--- config.mk ---
export PLATFORM = sky130hd
export DESIGN_NAME = tx_framer
export DESIGN_NICKNAME = d
export VERILOG_FILES = /design/src/rtl/tx_framer.sv
export SDC_FILE = /design/constraint.sdc
export NUM_CORES = 1
export LEC_CHECK = 0
export CAP_MARGIN = 20
export CORE_MARGIN = 2
export CORE_UTILIZATION = 40
export CTS_CLUSTER_DIAMETER = 40
export DETAILED_ROUTE_END_ITERATION = 16
export DONT_BUFFER_PORTS = 1
export RECOVER_POWER = 25
export SLEW_MARGIN = 20
export SYNTH_ARGS = -nofsm -noshare
export SYNTH_HDL_FRONTEND = slang
export SYNTH_SLANG_ARGS = --single-unit
--- constraint.sdc ---
create_clock -name clk -period 3.25 [get_ports clk]
set_clock_uncertainty 0.1 [all_clocks]
set_input_delay 0.65 -clock clk [delete_from_list [all_inputs] [get_ports clk]]
set_output_delay 0.65 -clock clk [all_outputs]
set_load 0.05 [all_outputs]
--- src/rtl/tx_framer.sv ---
// rtl/tx_framer.sv - transmit framer: STP/END/EDB packet framing with periodic SKP ordered sets
module tx_framer #(
  parameter int         SKP_INTERVAL = 16,
  parameter logic [7:0] COM          = 8'hBC,
  parameter logic [7:0] SKP          = 8'h1C,
  parameter logic [7:0] STP          = 8'hFB,
  parameter logic [7:0] END          = 8'hFD,
  parameter logic [7:0] EDB          = 8'hFE,
  parameter logic [7:0] IDL          = 8'h7C
) (
  input  logic       clk,
  input  logic       reset,
  input  logic       enb,
  input  logic [7:0] tlp_data,
  input  logic       tlp_valid,
  input  logic       tlp_last,
  output logic       tlp_ready,
  output logic [7:0] data_out,
  output logic       k_out,
  output logic [3:0] S,
  output logic       err
);

  // Symbol-type codes reported on S
  localparam logic [3:0] S_IDL  = 4'd0;
  localparam logic [3:0] S_COM  = 4'd1;
  localparam logic [3:0] S_SKP  = 4'd2;
  localparam logic [3:0] S_STP  = 4'd3;
  localparam logic [3:0] S_DATA = 4'd4;
  localparam logic [3:0] S_END  = 4'd5;
  localparam logic [3:0] S_EDB  = 4'd6;

  localparam logic [7:0] WRAP_AT = 8'(SKP_INTERVAL - 1);

  typedef enum logic [2:0] {
    IDLE, DATA, ENDS, DROP, OS1, OS2, OS3
  } state_t;

  state_t     state, state_n;
  logic [7:0] cnt, cnt_n;
  logic       skp_pend, skp_pend_n;
  logic       pend_clr;
  logic       wrap;
  logic [7:0] dout_n;
  logic       k_n;
  logic [3:0] s_n;
  logic       err_n;

  // Source handshake is only open while a packet is being consumed or drained
  assign tlp_ready = enb && !reset && (state == DATA || state == DROP);

  // SKP interval counter; a wrap while a request is already pending does not queue another
  always_comb begin
    wrap       = (cnt == WRAP_AT);
    cnt_n      = wrap ? 8'd0 : cnt + 8'd1;
    skp_pend_n = wrap | (skp_pend & ~pend_clr);
  end

  // Next-state and next-symbol decision; ordered sets are only launched from IDLE
  always_comb begin
    state_n  = state;
    dout_n   = data_out;
    k_n      = k_out;
    s_n      = S;
    err_n    = 1'b0;
    pend_clr = 1'b0;
    case (state)
      IDLE: begin
        if (skp_pend) begin
          dout_n   = COM;
          k_n      = 1'b1;
          s_n      = S_COM;
          pend_clr = 1'b1;
          state_n  = OS1;
        end else if (tlp_valid) begin
          dout_n  = STP;
          k_n     = 1'b1;
          s_n     = S_STP;
          state_n = DATA;
        end else begin
          dout_n = IDL;
          k_n    = 1'b1;
          s_n    = S_IDL;
        end
      end
      OS1, OS2, OS3: begin
        dout_n = SKP;
        k_n    = 1'b1;
        s_n    = S_SKP;
        case (state)
          OS1:     state_n = OS2;
          OS2:     state_n = OS3;
          default: state_n = IDLE;
        endcase
      end
      DATA: begin
        if (tlp_valid) begin
          dout_n = tlp_data;
          k_n    = 1'b0;
          s_n    = S_DATA;
          if (tlp_last) state_n = ENDS;
        end else begin
          dout_n  = EDB;
          k_n     = 1'b1;
          s_n     = S_EDB;
          err_n   = 1'b1;
          state_n = DROP;
        end
      end
      ENDS: begin
        dout_n  = END;
        k_n     = 1'b1;
        s_n     = S_END;
        state_n = IDLE;
      end
      DROP: begin
        dout_n = IDL;
        k_n    = 1'b1;
        s_n    = S_IDL;
        if (tlp_valid && tlp_last) state_n = IDLE;
      end
      default: begin
        dout_n  = IDL;
        k_n     = 1'b1;
        s_n     = S_IDL;
        state_n = IDLE;
      end
    endcase
  end

  // State, counter and output registers; everything but err freezes while enb is low
  always_ff @(posedge clk) begin
    if (reset) begin
      state    <= IDLE;
      cnt      <= 8'd0;
      skp_pend <= 1'b0;
      data_out <= IDL;
      k_out    <= 1'b1;
      S        <= S_IDL;
      err      <= 1'b0;
    end else if (enb) begin
      state    <= state_n;
      cnt      <= cnt_n;
      skp_pend <= skp_pend_n;
      data_out <= dout_n;
      k_out    <= k_n;
      S        <= s_n;
      err      <= err_n;
    end else begin
      err <= 1'b0;
    end
  end

endmodule

==> results of run 1 <==
-- layout by cell type (no fill, tap or decap), types with 3 or more instances in the layout --
cell type | synthesis | final
clkbuf_4 | 0 | 3
nor2_1 | 10 | 10
or3_1 | 5 | 5
dfxtp_1 | 25 | 25
o21ai_1 | 6 | 6
inv_1 | 3 | 3
nor3_1 | 7 | 7
nand2b_1 | 4 | 4
nand2_1 | 11 | 11
mux2i_1 | 4 | 4
a21oi_1 | 16 | 16
xnor2_1 | 3 | 3
nand4_1 | 5 | 5
xor2_1 | 3 | 3
-- cells by family after synthesis --
group | after synthesis | synth area share (%)
adders and majority gates | 1 | 1.06
AOI/OAI and AO/OA | 36 | 18.1
xor gates and xnor gates | 6 | 4.46
DFF | 25 | 42.5
buffers and inverters | 15 | 7.12
muxes | 4 | 3.40
other | 1 | 0.319
and+or+nand+nor | 52 | 23.1
-- through the flow --
step / worst slack (ns) / power, mW
after floorplan: 0.555 / 0.426
after global placement: 1.37 / 0.424
after detailed placement: 1.35 / 0.424
after CTS: 1.05 / 0.563
after global routing: 0.529 / 0.588
final: 0.714 / 0.552
-- flip-flops by register name, indices dropped and copies added (netlist names) --
signal    cells
state         3
cnt           8
err           1
k_out         1
data_out      8
S             3
skp_pend      1
-- final timing paths --
check / from / cells past startpoint / slack (ns) / endpoint
worst max-delay path: state[0] / 3 / 0.71 / tlp_ready
worst min-delay path: reset / 1 / 0.28 / S[1]
worst max register to register: state[0] / 4 / 1.42 / data_out[6]
worst min register to register: cnt[6] / 2 / 0.42 / cnt[6]
-- area by class of cell --
type / count / area [sq um]
fillers: 285 / 1590
multi-input cells: 100 / 593
flip-flops and latches: 25 / 500
well taps: 31 / 38.8
clock buffers: 4 / 26.3
inverters: 6 / 23.8
repair buffers: 1 / 7.51
-- where the power goes --
group	leakage [nW]	switching, mW	internal (mW)
clock	0.0150	0.0881	0.0479
combinational	0.230	0.0276	0.0241
sequential	0.204	0.0445	0.320
total	0.449	0.160	0.392
-- routing by layer --
layer | GRT usage, % | wire, um
met1 | 19.1 | 1020
met2 | 24.4 | 1160
met3 | 2.68 | 101
met4 | 7.64 | 21
met5 | 0 | 0
-- worst max-delay path, cell delays in order, from the launching register on --
cell and delay [ns]:
dfxtp_1 0.57, clkinvlp_2 0.40, nor3_1 0.27, buf_4 0.23
==> impl_metrics.csv, run 1 <==
group,metric,value,unit
run_status,result_of_the_run,"finished clean",
sta,setup_repair_after_global_routing_missed_its_margin,"no",
worst_setup_path,critical_path.endpoint_type,"output port",
global_routing,grt_max_degree,23,
worst_setup_path,timing.critical_path.required,2.50,ns
global_routing,grt_overflow_total,0,
sta,setup_viol,0,
logic_synthesis,area_of_the_mapped_netlist,1180,sq um
clock_network,clock_tree.root_cell,"clkbuf_4",
logic_synthesis,yosys.area.top_type,"dfxtp_1",
logic_synthesis,synth_seq_cells,25,
drt,remaining_drc_errors,0,
clock_network,clock_path_buffers,2,
clock_network,cts.sink_count,25,
place,buffer_ports.inserted,0,
job,max_cap_violations,0,
sta,tns,0,ns
logic_synthesis,synth.yosys.seq_area_share,42.5,%
power_and_ir_drop,vdd_ir_drop_max,0.222,mV
clock_network,clk_pin_slew_worst_paths,0.13,ns
global_routing,grt_pass1_vias,907,
floorplanning,start_util,42.3,%
floorplanning,core,2780,sq um
cells_and_area,finalNonFillerCells,167,
place,place_inst,163,
global_routing,grt_pass1_wl,3930,um
cells_and_area,antenna_diode_count,0,
drt,detail-route-antenna-nets,0,
drt,drt_first_pass_iters,4,
logic_synthesis,synthMostInstantiatedCell,"dfxtp_1",
logic_synthesis,synth.lib_cells_used.distinct,40,
clock_network,tritoncts,"yes",
logic_synthesis,synth_flop_cell,"dfxtp_1",
logic_synthesis,ys_async_sr_fraction,0,%
place,dp.final_hpwl,1630,um
place,place_congestion,0.786,
clock_network,cts_buffers,3,
logic_synthesis,synth_edf_count,0,
logic_synthesis,netlist_instances,140,
sta,fmaxAchievable,394,MHz
logic_synthesis,fraction_of_post_synthesis_cell_area_in_the_top_cell_type_by_area,42.5,%
global_routing,gr-usage-all-layers,15.0,%
clock_network,post-cts-setup-buffer-count,0,
global_routing,antenna_found_initial,0,
drt,vias,958,
sta,slew_violations,0,
worst_setup_path,crit_arrival,1.79,ns
clock_network,clkLatencyLatePin,0.31,ns
power_and_ir_drop,static-leakage-power,0.449,nW
cells_and_area,final_core_utilization,42.8,%
cells_and_area,cell_area_after_layout,1190,sq um
clock_network,post_cts_hold_buffer_count,0,
worst_setup_path,startpoint_type,"flop",
floorplanning,io_pins,28,
logic_synthesis,synth_nets,154,
power_and_ir_drop,p_per_area,464,nW/um^2
floorplanning,chipHeight,58.3,um
sta,relSlewSlack,65.8,%
drt,drtIter0Drc,45,
sta,fin_crit_sh,78.0,%
sta,hold_slack,0.281,ns
drt,post_drt_via_cell_ratio,5.74,
sta,max_slew.worst_pin.slew,0.512,ns
hold_path,holdCritPathClass,"input pin to flop",
worst_setup_path,criticalPathCategory,"flop to output port",
floorplanning,die_width,58.3,um
clock_network,count_of_cells_resized_by_post_cts_repair,0,
sta,final_hold_viol_count,0,
cells_and_area,syn_to_final_growth,1.06,%
floorplanning,fp-row-count,19,
logic_synthesis,ys_top_cells_by_area,"dfxtp_1 43%, a21oi_1 6.8%, nand2_1 3.5%",
cells_and_area,final_net_count,151,
floorplanning,fp.dieArea,3390,sq um
worst_setup_path,maximum_fanout_along_the_worst_path,10,
logic_synthesis,synth.avg_cell_area,8.41,sq um
drt,routed_wl,2300,um
cells_and_area,fraction_of_final_layout_cells_with_drive_strength_greater_than_1,7.35,%
logic_synthesis,ys.warnings.count,0,
clock_network,htreeDepth,1,
logic_synthesis,synthTopCellsByCount,"25 x dfxtp_1, 16 x a21oi_1, 11 x nand2_1",
drt,post_drt_wl_per_cell,13.7,um
sta,layout_min_cycle_time,2.54,ns
place,placedInstanceArea,1160,sq um
Note: power is estimated with default switching activity, not from simulation.
==> run 2, diff against run 1 <==
==> constraint.sdc (replaced) <==
create_clock -name clk -period 2.5 [get_ports clk]
set_clock_uncertainty 0.1 [all_clocks]
set_input_delay 0.5 -clock clk [delete_from_list [all_inputs] [get_ports clk]]
set_output_delay 0.5 -clock clk [all_outputs]
set_load 0.05 [all_outputs]
==> impl_metrics.csv, run 2 (synthesis gave the netlist of run 1 again) <==
group,metric,value,unit
drt,post_drt_wl_per_cell,13.7,um
hold_path,timing.hold.worst_endpoint,"S[1]",
global_routing,grt_overflow_total,0,
clock_network,clock_path_buffers,2,
clock_network,tritoncts,"yes",
worst_setup_path,rr_worst_depth,4,
worst_setup_path,timing.critical_path.required,1.90,ns
global_routing,gr-usage-all-layers,14.4,%
clock_network,clk_pin_slew_worst_paths,0.13,ns
place,dp.final_hpwl,1620,um
power_and_ir_drop,p_per_area,603,nW/um^2
worst_setup_path,maximum_fanout_along_the_worst_path,10,
place,pre_cts_ws,0.806,ns
power_and_ir_drop,design_power_total,718,uW
sta,setup_repair_after_global_routing_missed_its_margin,"no",
place,place_congestion,0.758,
power_and_ir_drop,static-leakage-power,0.451,nW
clock_network,cts_buffers,3,
sta,fin_crit_sh,82.2,%
cells_and_area,filler_instances,285,
sta,relSlewSlack,65.3,%
worst_setup_path,reg2reg_setup_slack,0.92,ns
drt,remaining_drc_errors,0,
run_status,result_of_the_run,"finished clean",
sta,layout_min_cycle_time,2.05,ns
drt,detail-route-antenna-nets,0,
cells_and_area,most-common-layout-cells,"25 x dfxtp_1, 16 x a21oi_1, 11 x nand2_1",
hold_path,hold_depth,1,
sta,final_hold_viol_count,0,
hold_path,hold_path.startpoint,"reset",
drt,drt_first_pass_iters,4,
sta,slew_violations,0,
floorplanning,start_util,42.3,%
cells_and_area,syn_to_final_growth,1.17,%
cells_and_area,layout_top_registers,"cnt: 8 flops, data_out: 8 flops",
cells_and_area,antenna_diode_count,0,
sta,postLayoutSetupSlackWorst,0.446,ns
cells_and_area,final_net_count,151,
clock_network,htreeDepth,1,
drt,vias,938,
clock_network,post-cts-setup-buffer-count,0,
floorplanning,io_pins,28,
drt,drtIter0Drc,21,
floorplanning,fp-row-count,19,
global_routing,grt_max_degree,23,
floorplanning,die_width,58.3,um
clock_network,clkLatencyLatePin,0.31,ns
floorplanning,fp.dieArea,3390,sq um
cells_and_area,mostFrequentLayoutCell,"dfxtp_1",
sta,fmaxAchievable,487,MHz
sta,hold_slack,0.140,ns
worst_setup_path,startpoint_type,"flop",
global_routing,grt_pass1_wl,3750,um
floorplanning,chipHeight,58.3,um
clock_network,post_cts_hold_buffer_count,0,
worst_setup_path,rr_endpoint,"k_out",
worst_setup_path,crit_arrival,1.45,ns
clock_network,cts.sink_count,25,
job,max_cap_violations,0,
global_routing,grt_pass1_vias,850,
worst_setup_path,criticalPathCategory,"flop to output port",
drt,post_drt_via_cell_ratio,5.62,
cells_and_area,fraction_of_final_layout_cells_with_drive_strength_greater_than_1,7.35,%
place,buffer_ports.inserted,0,
clock_network,clock_tree.root_cell,"clkbuf_4",
cells_and_area,area_of_the_multi_input_gates,593,sq um
drt,routed_wl,2290,um
sta,setup_viol,0,
sta,max_slew.worst_pin.slew,0.520,ns
floorplanning,core,2780,sq um
worst_setup_path,critical_path.reg2reg.startpoint,"state[0]",
worst_setup_path,critical_path.endpoint_type,"output port",
clock_network,count_of_cells_resized_by_post_cts_repair,0,
cells_and_area,area_of_all_sequential_standard_cells,500,sq um
hold_path,holdCritPathClass,"input pin to flop",
power_and_ir_drop,vdd_ir_drop_max,0.327,mV
global_routing,antenna_found_initial,0,
sta,tns,0,ns
==> run 2: worst max-delay path by stage <==
stage	from	to	slack, ns	cells after the start
6_report	state[0]	tlp_ready	0.45	3
5_1_grt	state[0]	tlp_ready	0.36	3
4_1_cts	state[0]	tlp_ready	0.44	3
3_5_place_dp	state[0]	tlp_ready	0.81	3
3_3_place_gp	state[0]	tlp_ready	0.83	3
2_1_floorplan	reset	tlp_ready	0.10	2
==> run 2: through the flow <==
step / cell area [sq um] / util, % / cells
detailed placement: 1160 / 41.9 / 163
global route: 1190 / 42.8 / 167
CTS: 1190 / 42.8 / 167
finish: 1190 / 42.8 / 167
floorplan: 1180 / - / 140
global placement: 1160 / 41.9 / 163
==> run 2: final cells by class <==
class | count | share of cell area (%)
Multi-Input combinational cell | 100 | 49.8
Sequential cell | 25 | 42.0
Tap cell | 31 | 3.26
Clock buffer | 4 | 2.21
Inverter | 6 | 2.10
Timing Repair Buffer | 1 | 0.630
==> run 2: worst max-delay path, cell delays in order, from the launching register on <==
cell     delay (ns)
dfxtp_1        0.61
inv_4          0.11
nor3_1         0.20
buf_4          0.22
==> run 2: where the power goes <==
group	total, mW	internal [mW]	leakage (nW)	switching, mW
sequential	0.474	0.416	0.204	0.0587
clock	0.176	0.0622	0.0150	0.114
combinational	0.0676	0.0314	0.232	0.0362
total	0.718	0.509	0.451	0.209
==> run 2: metal layers <==
| layer | global-route usage [%] | routed length, um | vias up |
|---|---|---|---|
| met5 | 0 | 0 | - |
| met4 | 7.64 | 23 | 0 |
| met3 | 3.57 | 125 | 2 |
| met2 | 23.2 | 1060 | 22 |
| met1 | 17.8 | 1080 | 428 |
| li1 | - | - | 486 |
